$ cat src/rtl/process_scheduler.sv
// process_scheduler
//   Round-robin process-slot scheduler. It holds a table of NPROC process slots.
//   Each slot has a saved PC, a quantum extension and a ready bit. On a
//   context-change request from the PC stage, the scheduler saves the preempted
//   PC. It then picks the next ready slot, searching round-robin from
//   cur_pid+1, and hands that slot's PC and quantum back to the PC stage.
//
// Ports
//   CLK            clock, all state changes on posedge
//   reset          synchronous, active-low reset
//   ctx_switch     one-cycle context-change request (honoured only in RUN)
//   saved_pc       PC of the preempted process, valid with ctx_switch
//   proc_end       current process terminated; its slot is retired at the next save
//   load_valid     OS slot create/overwrite strobe (accepted in every state)
//   load_pid       slot written by load
//   load_pc        start PC for load
//   load_quantum   quantum extension for load
//   next_pc        restore PC; stable until the next restore
//   next_quantum   restore quantum; stable until the next restore
//   restore_valid  one-cycle strobe qualifying next_pc/next_quantum
//   cur_pid        running slot
//   busy           high while in SAVE, SELECT or RESTORE
//   idle           high while in IDLE (no ready slot)
//   stateDbg       raw FSM state encoding, for checkers
//
// Handshake: restore_valid is a pure one-cycle strobe with no ready or back-pressure.
// next_pc, next_quantum and cur_pid are valid whenever restore_valid is high.
// The PC stage must take them in that cycle. ctx_switch and load_valid are also
// single-cycle strobes that are never stalled. ctx_switch is silently dropped
// outside RUN.

module process_scheduler #(
    parameter int NPROC = 4,
    parameter int PIDW  = 2
) (
    input  logic            CLK,
    input  logic            reset,
    input  logic            ctx_switch,
    input  logic [31:0]     saved_pc,
    input  logic            proc_end,
    input  logic            load_valid,
    input  logic [PIDW-1:0] load_pid,
    input  logic [31:0]     load_pc,
    input  logic [31:0]     load_quantum,
    output logic [31:0]     next_pc,
    output logic [31:0]     next_quantum,
    output logic            restore_valid,
    output logic [PIDW-1:0] cur_pid,
    output logic            busy,
    output logic            idle,
    output logic [2:0]      stateDbg
);

    typedef enum logic [2:0] {
        IDLE    = 3'd0,
        SELECT  = 3'd1,
        RESTORE = 3'd2,
        RUN     = 3'd3,
        SAVE    = 3'd4
    } stateT;

    stateT             state;
    logic [31:0]       pcTab [NPROC];
    logic [31:0]       qTab  [NPROC];
    logic [NPROC-1:0]  readyBits;
    logic [31:0]       savedPcReg;
    logic              pendEnd;

    logic              selHit;
    logic [PIDW-1:0]   selPid;
    logic [PIDW-1:0]   cand;
    logic              endNow;

    // Round-robin search. Offsets 1..NPROC from cur_pid, wrapping modulo NPROC.
    // Offset NPROC truncates to cur_pid, so the current slot is checked last.
    always_comb begin
        selHit = 1'b0;
        selPid = cur_pid;
        cand   = cur_pid;
        for (int off = 1; off <= NPROC; off++) begin
            cand = cur_pid + PIDW'(off);
            if (!selHit && readyBits[cand]) begin
                selHit = 1'b1;
                selPid = cand;
            end
        end
    end

    // A proc_end that arrives in the SAVE cycle itself still retires the slot.
    assign endNow   = pendEnd || proc_end;

    assign busy     = (state == SAVE) || (state == SELECT) || (state == RESTORE);
    assign idle     = (state == IDLE);
    assign stateDbg = state;

    always_ff @(posedge CLK) begin
        if (!reset) begin
            state         <= IDLE;
            readyBits     <= '0;
            cur_pid       <= '0;
            next_pc       <= '0;
            next_quantum  <= '0;
            restore_valid <= 1'b0;
            savedPcReg    <= '0;
            pendEnd       <= 1'b0;
            for (int i = 0; i < NPROC; i++) begin
                pcTab[i] <= '0;
                qTab[i]  <= '0;
            end
        end else begin
            restore_valid <= 1'b0;

            // Slot table. A load to the running slot wins over that slot's save.
            for (int i = 0; i < NPROC; i++) begin
                if (load_valid && (load_pid == PIDW'(i))) begin
                    pcTab[i]     <= load_pc;
                    qTab[i]      <= load_quantum;
                    readyBits[i] <= 1'b1;
                end else if ((state == SAVE) && (cur_pid == PIDW'(i))) begin
                    if (endNow) begin
                        readyBits[i] <= 1'b0;
                    end else begin
                        pcTab[i] <= savedPcReg;
                    end
                end
            end

            case (state)
                IDLE: begin
                    if (|readyBits) begin
                        state <= SELECT;
                    end
                end
                RUN: begin
                    if (proc_end) begin
                        pendEnd <= 1'b1;
                    end
                    if (ctx_switch) begin
                        savedPcReg <= saved_pc;
                        state      <= SAVE;
                    end
                end
                SAVE: begin
                    if (proc_end) begin
                        pendEnd <= 1'b1;
                    end
                    state <= SELECT;
                end
                SELECT: begin
                    if (selHit) begin
                        cur_pid <= selPid;
                        pendEnd <= 1'b0;
                        state   <= RESTORE;
                    end else begin
                        state <= IDLE;
                    end
                end
                RESTORE: begin
                    next_pc       <= pcTab[cur_pid];
                    next_quantum  <= qTab[cur_pid];
                    restore_valid <= 1'b1;
                    state         <= RUN;
                end
                default: begin
                    state <= IDLE;
                end
            endcase
        end
    end

endmodule

$ cat config.mk
export PLATFORM = sky130hd
export DESIGN_NAME = process_scheduler
export DESIGN_NICKNAME = d
export VERILOG_FILES = /design/src/rtl/process_scheduler.sv
export SDC_FILE = /design/constraint.sdc
export NUM_CORES = 1
export LEC_CHECK = 0
export ABC_AREA = 1
export BUFFER_PORTS_ARGS = -buffer_cell sky130_fd_sc_hd__buf_2
export CAP_MARGIN = 0
export CORE_MARGIN = 2
export CORE_UTILIZATION = 30
export CTS_BUF_LIST = sky130_fd_sc_hd__clkbuf_4 sky130_fd_sc_hd__clkbuf_8
export DETAILED_ROUTE_END_ITERATION = 10
export SYNTH_ARGS = -nofsm -noshare
export SYNTH_HDL_FRONTEND = slang
export SYNTH_SLANG_ARGS = --single-unit
$ cat constraint.sdc
create_clock -name CLK -period 3.7 [get_ports CLK]
set_input_delay 0.185 -clock CLK [delete_from_list [all_inputs] [get_ports CLK]]
set_output_delay 0.185 -clock CLK [all_outputs]
set_load 0.02 [all_outputs]
### Yosys cells after proc, flatten, opt, wreduce, memory -nomap -nowiden

Memory sizes are Yosys's and may differ from the RTL's. A register that Yosys moved wholly into a read port is not among the register bits.
Index checks and enable logic that the tools add are counted.

* register bits after elaboration: 43
* RAM bits: 256
* input port bits: 103
* output and inout port bits: 72
* word-level logic and storage cells: 161
* memories kept: 2

Memory list
* pcTab: depth 4, width 32, rd ports 1, clocked after memory_dff 1, write ports 4, RTL line 63 `logic [31:0] pcTab [NPROC];`
* qTab: depth 4, width 32, rd ports 1, clocked after memory_dff 1, write ports 4, RTL line 64 `logic [31:0] qTab [NPROC];`

* add/sub/neg operators: 3
* $lt $le $gt $ge: 4
* equality and inequality tests: 14
* multiplexer cells: 74
* bitwise gates (word level): 13
* reductions and logical operators: 42

Operators with widths (count)
* 2-to-1 mux 32 bit: 12
* 2-to-1 mux 1 bit: 50
* nonzero test 2 bit: 9
* one-hot mux 3 bit (5 select lines): 1
* < comparator 2 x 3 -> 1 bit (second input constant): 4
* OR 1 bit: 12
* AND reduction 2 bit: 6
* logical AND 1 bit: 11
* binary-select mux 1 bit (select 2 bit): 4
* equality test 2 bit (second input constant): 4
* 2-to-1 mux 2 bit: 4
* equality test 3 x 2 -> 1 bit (second input constant): 2
* 2-to-1 mux 3 bit: 2
* zero test 1 bit: 5
* adder 2 bit (second input constant): 2
* equality test 2 x 1 -> 1 bit (second input constant): 2
* zero test 2 bit: 2
* != test 2 x 1 -> 1 bit (second input constant): 2
* != test 2 bit (second input constant): 2
* AND reduction 4 bit: 1
* OR reduction 4 bit: 1
* equality test 3 x 1 -> 1 bit (second input constant): 1
* equality test 3 bit (second input constant): 1
* zero test 3 bit: 1
* 7 further kinds: 9

### Depth between registers and ports, before layout

Gate-level depths: netlist (run 1).

* word-level depth: 15
* depth in mapped cells: 14
* depth with buffers taken out: 11

### Worst setup path after synthesis (run 1)

No wires, ideal clock.

* path type: register to register
* from: register cur_pid[0]
* to: memory pcTab[0][0], enable pin
* setup time: 0.561 ns
* data arrival time: 2.283 ns
* required time: 3.139 ns
* slack: 0.856 ns
* cell stages (with the launch flop): 9
* path buffers: 4
* path through: dfxtp_1 -> buf_4 -> inv_2 -> buf_2 -> buf_2 -> ha_1 -> nand3_4 -> buf_6 -> nand3_1

RTL lines
* start: declaration: RTL line 48 `output logic [PIDW-1:0] cur_pid,`
* start signal: assignment: RTL line 151 `cur_pid <= selPid;`
* end: declaration: RTL line 63

### Final worst setup path (run 1)

* from: register cur_pid[0]
* to: register cur_pid[0]

* longest elaborated chain between the ends: 14
* elaborated cells on any way between the ends: 27
* classes of those cells: 3 x add/sub; 15 x mux; 1 x bitwise; 8 x reduce/logical

Ends and longest elaborated chain
* adder 2 x 1 -> 2 bit: RTL line 81 `cand = cur_pid + PIDW'(off);`
* binary-select mux 1 bit (select 2 bit): RTL line 82 `if (!selHit && readyBits[cand]) begin`
* 2-to-1 mux 1 bit (implied by the code): RTL line 82
* 2-to-1 mux 1 bit: RTL line 82
* zero test 1 bit: RTL line 82
* logical AND 1 bit: RTL line 82
* 2-to-1 mux 1 bit: RTL line 82
* zero test 1 bit: RTL line 82
* logical AND 1 bit: RTL line 82
* 2-to-1 mux 1 bit: RTL line 82
* zero test 1 bit: RTL line 82
* logical AND 1 bit: RTL line 82
* 2-to-1 mux 1 bit or inverter 1 bit (tied branches)
* AND reduction 4 bit (no source line)

Several ways; a longest one is shown, not always the timed one. The select of a mux whose other input is x is not followed.
A chain may end at the register's enable or synchronous reset.

==> results by group, run 1 <==
Pwr
  • Maximum VDD drop: 0.3436 mV
  • Clk network pwr share: around 36%
  • Register share of total power: 45.5%
  • Cell Pwr Density: roughly 550 nW/um^2
  • Switching Share: a little under 30%
  • Design Power: 10.67 mW
  • P_sw: ~3.2 mW
  • Leak: ~8 nW
  • Power Internal: 7.484 mW
  • Gate power share: 18.7%

GRT
  • Antenna violations before repair: 1
  • Largest net degree at the start of global routing: approximately 110
  • Number of global-route vias before repair: 12490
  • GRT Resource Usage Total: ~17%
  • Gr ovfl total: 0
  • First-pass GRT wire length: 71510 um

Route
  • Vias: roughly 12000
  • Met1 Wirelength: 20060 um
  • Drt wl/cell: 18.76 um
  • DRT Pass-1 Iters: 5
  • Top routing layer used: met4
  • DR vias/cell: roughly 5.0
  • Routed WL: about 47000 um
  • Initial detailed-routing violation count: between 1000 and 1500
  • Met3 Wirelength: 3654 um
  • Antenna viol nets, final: 0
  • # DRC: 0
  • Met2 wire len: about 22000 um

Timing
  • Max Clk Rate: 345.7 MHz
  • Final setup violating endpoints: 0
  • Fin. max-slew vios: 0
  • RSZ-0062 raised after global routing: no
  • Setup_tns: 0 ns
  • Period utilization: 78.18%
  • Measured slew at the worst slew-check pin: 1.116 ns
  • Slew HR: between 20 and 30%
  • Shortest period the worst path allows: roughly 2.9 ns
  • Fin. Hold Viols: 0
  • Skew final: about 0.027 ns

CTS
  • Post_cts resized: 0
  • Clock Latency Late Sink: 0.65 ns
  • Longest Clk Path Bufs: 3
  • CTS tree: built
  • Post-CTS Setup Inserts: 0
  • Clk root buf: clkbuf_8
  • Worst-path clk slew: 0.06 ns
  • CTS H-Tree Depth: 2
  • CTS sink cnt: 363
  • Hold_buf cts: 97
  • CTS Buf Count: 61

Finish
  • Total area of sequential cells: 9837 sq um
  • Final nets: 1883
  • Area delta synth->final: 22.95%
  • Layout Cells excl Fill: 2509
  • Multi-input combinational cell area: ~4600 sq um
  • Fillers: 5243
  • Most frequent cells in the layout: nor2_1 (270), edfxtp_1 (256), o21ai_0 (226), o22ai_1 (190), inv_1 (176)
  • Final Cell Area: 19280 sq um
  • Layout cells sized above 1: 18.11%
  • Commonest non-fill, non-tap cell in the layout: nor2_1

Critical path
  • Critical path type: reg2reg
  • Critical Path RT: 4.24 ns
  • Crit. End Element: flop
  • CP Launch Type: flop
  • Critical Path AT: 3.44 ns
  • Worst Path Max Fanout: slightly above 100

Floorplanning
  • Die W: 232.6 um
  • Core Footprint: a little over 50000 sq um
  • Initial core utilization: 30.45%
  • Die area: 54120 sq um
  • Row count: a little over 80
  • Die height: 232.6 um
  • Number of I/O pins: 175

Placed design
  • Placed inst area: 16990 sq um
  • Placed Instances: 2296
  • Number of port buffers: 174
  • DPL Wire Length: 26640 um
  • Gp weighted congestion: 0.7601

Logic synthesis
  • Post-Synthesis Cells: 1546
  • Avg Synthesized Cell Area: 10.14 sq um
  • Yosys warns: 0
  • Post-synth net total: ~1700
  • Synth Register Bits: 363
  • Post-Syn Area: between 15000 and 20000 sq um
  • Register area share after synthesis: 62.68%
  • Unique masters post-synth: 28

Status
  • Status: complete, no violations

Job
  • Max_cap viols: 0

Worst hold path
  • Hold/Removal Path Class: in2reg
## registers in the layout, summed over array words and instances (netlist names), 2 cells and up
signal,cells
cur_pid,2
pcTab,128
savedPcReg,32
qTab,128
next_quantum,32
stateDbg,3
readyBits,4
next_pc,32
## metrics by stage
stage	util (%)	setup WS [ns]	hold WS (ns)
floorplan	-	0.8559	0.3684
global placement	32.98	0.8911	0.4473
detailed placement	32.98	0.8021	0.4523
CTS	37.43	0.7807	0.003659
global route	37.43	0.4945	0.03763
finish	37.43	0.8073	0.06510
## metal layers
metal  global-route usage [%]  vias up
li1                         -     5896
met1                    22.10     5997
met2                    28.43      475
met3                    3.909       91
met4                    5.653        0
met5                        0        -
## synthesized netlist by cell type
cell / number / share of area (%)
clkbuf_2: 2 / 0.064
o211ai_1: 4 / 0.19
inv_2: 6 / 0.14
nand4_1: 1 / 0.040
nor3_1: 2 / 0.064
o21ai_1: 1 / 0.032
edfxtp_1: 256 / 49
o21ai_0: 226 / 7.2
o21bai_1: 64 / 3.1
inv_1: 177 / 4.2
o22ai_2: 2 / 0.16
nor2_1: 270 / 6.5
nand3_4: 4 / 0.45
ha_1: 4 / 0.32
o22ai_1: 190 / 7.6
nor2_8: 1 / 0.13
a21oi_1: 35 / 1.1
buf_1: 11 / 0.26
dfxtp_1: 107 / 14
nor3_2: 7 / 0.45
clkbuf_1: 46 / 1.1
nand2_1: 55 / 1.3
nor4_1: 1 / 0.040
buf_4: 3 / 0.14
buf_2: 43 / 1.4
nor2_2: 1 / 0.040
buf_6: 12 / 0.86
nand3_1: 15 / 0.48
## layout make-up
cell class	instances	share of cell area, %
multi-input cells	883	24.06
well taps	680	4.413
flip-flops and latches	363	51.02
diodes	1	0.01298
clock buffers	95	5.938
inverters	183	3.582
repair buffers	284	10.07
clock inverters	20	0.9085
## worst paths after layout
path         cells past startpoint  slack (ns)                    start                    endpoint
max                              9        0.81  cur_pid[0]$_SDFFE_PN0P_     cur_pid[0]$_SDFFE_PN0P_
min                              3        0.07              load_pc[31]  pcTab[2][31]$_SDFFCE_PN0P_
min reg2reg                      2        0.46     pendEnd$_SDFFE_PN0P_        pendEnd$_SDFFE_PN0P_
max reg2reg                      9        0.81  cur_pid[0]$_SDFFE_PN0P_     cur_pid[0]$_SDFFE_PN0P_
## power groups by stage
stage	logic, mW	registers [mW]	clock network, mW
after floorplan	1.23	4.95	0
after global placement	1.88	4.93	0
after detailed placement	1.93	4.94	0
after CTS	2.02	4.86	3.90
after global routing	2.22	4.89	4.07
final	2.00	4.85	3.82
## cells by family after synthesis
group | Yosys count | share of synthesized area (%)
compound gates | 522 | 19.36
fa+ha+maj | 4 | 0.3191
buf+inv | 300 | 8.186
flops | 363 | 62.68
simple gates | 357 | 9.462
## critical path, cell delays in order (launching register included)
cell and delay (ns):
dfxtp_4 0.45, inv_4 0.32, buf_4 0.81, nand2_1 0.27, nand3_1 0.16, nand2_1 0.11
o21ai_0 0.33, nand3_1 0.12, nand2_1 0.10, nor2_1 0.05
Power figures use the tool's default switching activity.
==> run 2, diff against run 1 <==
clock period = 2.7 ns   (was 3.7 ns; I/O delays follow)
==> run 2 against run 1 <==
Against the previous run:
- clock-buffer cell count is 20 higher
- combinational power is 43% higher
- core utilization increased by 0.82 points
- flip-flop and latch count unchanged
- cell count rose by 1.2%
- critical path depth down 5
- wire length is 2.5% higher
- power up 42%
- sequential power is 36% higher
- clock skew fell by 0.013 ns
- register-to-register slack worse by 0.25 ns
- critical path type is now reg2out
==> results by group, run 2 (synthesized netlist as in run 1, its figures left out) <==
Critical path
  • Critical Path RT: 2.57 ns
  • Crit. End Element: output pin
  • Worst Path Max Fanout: 21
  • CP Cell Sequence: nor3_4, clkinv_2, nand2_1, buf_2
  • Critical Path AT: approximately 2.1 ns
  • WP buf/inv: 2
  • CP Launch Type: flop
  • Worst setup path startpoint: stateDbg[2]$_SDFFE_PN0P_
  • Slowest cell on crit path: dfxtp_1
  • Critical path type: reg2out
  • Crit path largest cell delay: 0.42 ns
  • Reg2reg start: cur_pid[0]$_SDFFE_PN0P_
  • Worst path top cell family by delay: buffers and inverters

Pwr
  • Power Internal: between 10 and 15 mW
  • Design Power: about 15 mW
  • Cell Pwr Density: 767.0 nW/um^2
  • Maximum VDD drop: 0.3322 mV
  • Switching Share: 29.54%
  • Clk network pwr share: 37.4%
  • P_sw: between 4 and 5 mW
  • Register share of total power: a little over two fifths
  • Leak: around 8 nW
  • Gate power share: 19.0%

Worst hold path
  • Hold_sp: load_pid[0]
  • Hold/Removal Path Class: in2reg

Finish
  • Biggest regs: pcTab x128, qTab x128
  • Final Cell Area: 19700 sq um
  • Multi-input combinational cell area: 4638 sq um
  • Layout Utilization: 38.25%
  • Total area of sequential cells: 9837 sq um
  • Most frequent cells in the layout: nor2_1 (270), edfxtp_1 (256), o21ai_0 (226), o22ai_1 (190), inv_1 (176)
  • Area delta synth->final: 25.63%
  • Fillers: 5200
  • Commonest non-fill, non-tap cell in the layout: nor2_1
  • Final nets: between 1500 and 2000
  • Layout cells sized above 1: roughly 20%

Timing
  • RSZ-0062 raised after global routing: no
  • Skew final: between 0.01 and 0.015 ns
  • Slew HR: between 40 and 50%
  • Final setup violating endpoints: 0
  • Period utilization: 82.24%
  • Fin. Hold Viols: 0
  • Shortest period the worst path allows: 2.220 ns
  • Measured slew at the worst slew-check pin: between 0.8 and 0.9 ns
  • Fin. max-slew vios: 0
  • Max Clk Rate: 450.4 MHz
  • Worst Setup Slack, final: approximately 0.48 ns

Route
  • # DRC: 0
  • Antenna viol nets, final: 0
  • Routed WL: 48260 um
  • Initial detailed-routing violation count: 1116
  • DR vias/cell: approximately 4.9
  • Vias: 12480
  • DRT Pass-1 Iters: 5
  • Drt wl/cell: 19.00 um

CTS
  • Longest Clk Path Bufs: 3
  • Clock Latency Late Sink: 0.63 ns
  • CTS H-Tree Depth: 3
  • CTS sink cnt: 363
  • Clk root buf: clkbuf_8
  • Post-CTS Setup Inserts: 0
  • CTS tree: built
  • Worst-path clk slew: 0.06 ns
  • CTS Buf Count: 67

Job
  • Max_cap viols: 0

Placed design
  • Gp weighted congestion: 0.7924
  • Number of port buffers: 174
  • Placed inst area: 17240 sq um
  • Post-Place Setup Slack: 0.5551 ns
  • DPL Wire Length: between 20000 and 30000 um

Floorplanning
  • Core Footprint: between 50000 and 60000 sq um
  • Initial core utilization: between 30% and 40%
  • Die height: 232.6 um
  • Number of I/O pins: between 150 and 200
  • Die W: 232.6 um
  • Row count: 83
  • Die area: 54120 sq um

GRT
  • Gr ovfl total: 0
  • First-pass GRT wire length: around 73000 um
  • Number of global-route vias before repair: around 12000
  • Largest net degree at the start of global routing: between 100 and 150
  • Antenna violations before repair: 1
  • GRT Resource Usage Total: approximately 18%

Status
  • Status: complete, no violations
==> run 2: changes by cell type in the layout (fill, tap and decap cells not counted) <==
cell	previous run	this run
buf_12	0	9
clkinvlp_4	0	2
buf_4	14	23
clkinv_1	8	2
clkinv_2	8	2
clkbuf_8	69	77
clkbuf_4	26	38
bufinv_16	3	2
dlygate4sd3_1	97	101
==> run 2: path summary, 6_finish.rpt <==
kind	cells past startpoint	to	slack, ns
hold reg to reg	2	readyBits[2]$_SDFFE_PN0P_	0.52
setup / recovery	4	busy	0.48
setup reg to reg	9	cur_pid[0]$_SDFFE_PN0P_	0.56
hold / removal	4	readyBits[0]$_SDFFE_PN0P_	0.27
==> run 2: worst min-delay path: cells and delay by family <==
| kind | cells | cell delay (ns) |
|---|---|---|
| and+or+nand+nor | 3 | 0.58 |
| buffers and inverters | 1 | 0.12 |
==> run 2: layout make-up <==
type                            count  area share [%]
Antenna cell                        1         0.01270
Clock buffer                      115           6.827
Clock inverter                      9          0.5462
Inverter                          183           3.506
Multi-Input combinational cell    883           23.54
Sequential cell                   363           49.93
Tap cell                          680           4.319
Timing Repair Buffer              306           11.32
==> run 2: through the flow <==
stage | std cells | TNS, ns | hold WS [ns]
final | 2540 | 0 | 0.2709
after global routing | 2540 | 0 | 0.2605
after CTS | 2539 | 0 | 0.2305
after detailed placement | 2314 | 0 | 0.4214
after global placement | 2314 | 0 | 0.4174
after floorplan | 1546 | -11.72 | 0.3184
==> run 2: per-layer routing <==
metal  GRT usage, %  share of wire, %  vias up
met5              0                 0        -
met4          5.613               2.0        0
met3          3.824               6.9       57
met2          28.62                47      422
met1          23.63                44     6041
li1               -                 -     5958
==> run 2: power groups by stage <==
stage	Sequential (mW)	Clock (mW)	Combinational, mW
finish	6.59	5.66	2.86
global route	6.63	6.03	3.18
CTS	6.59	5.80	2.90
detailed placement	6.70	0	2.77
global placement	6.69	0	2.73
floorplan	6.78	0	1.68
==> run 2: what timing repair did <==
item / in CTS / in global routing
hold buffers: 101 / 0
gates resized for setup: 0 / 0
hold endpoints to repair: 295 / 0
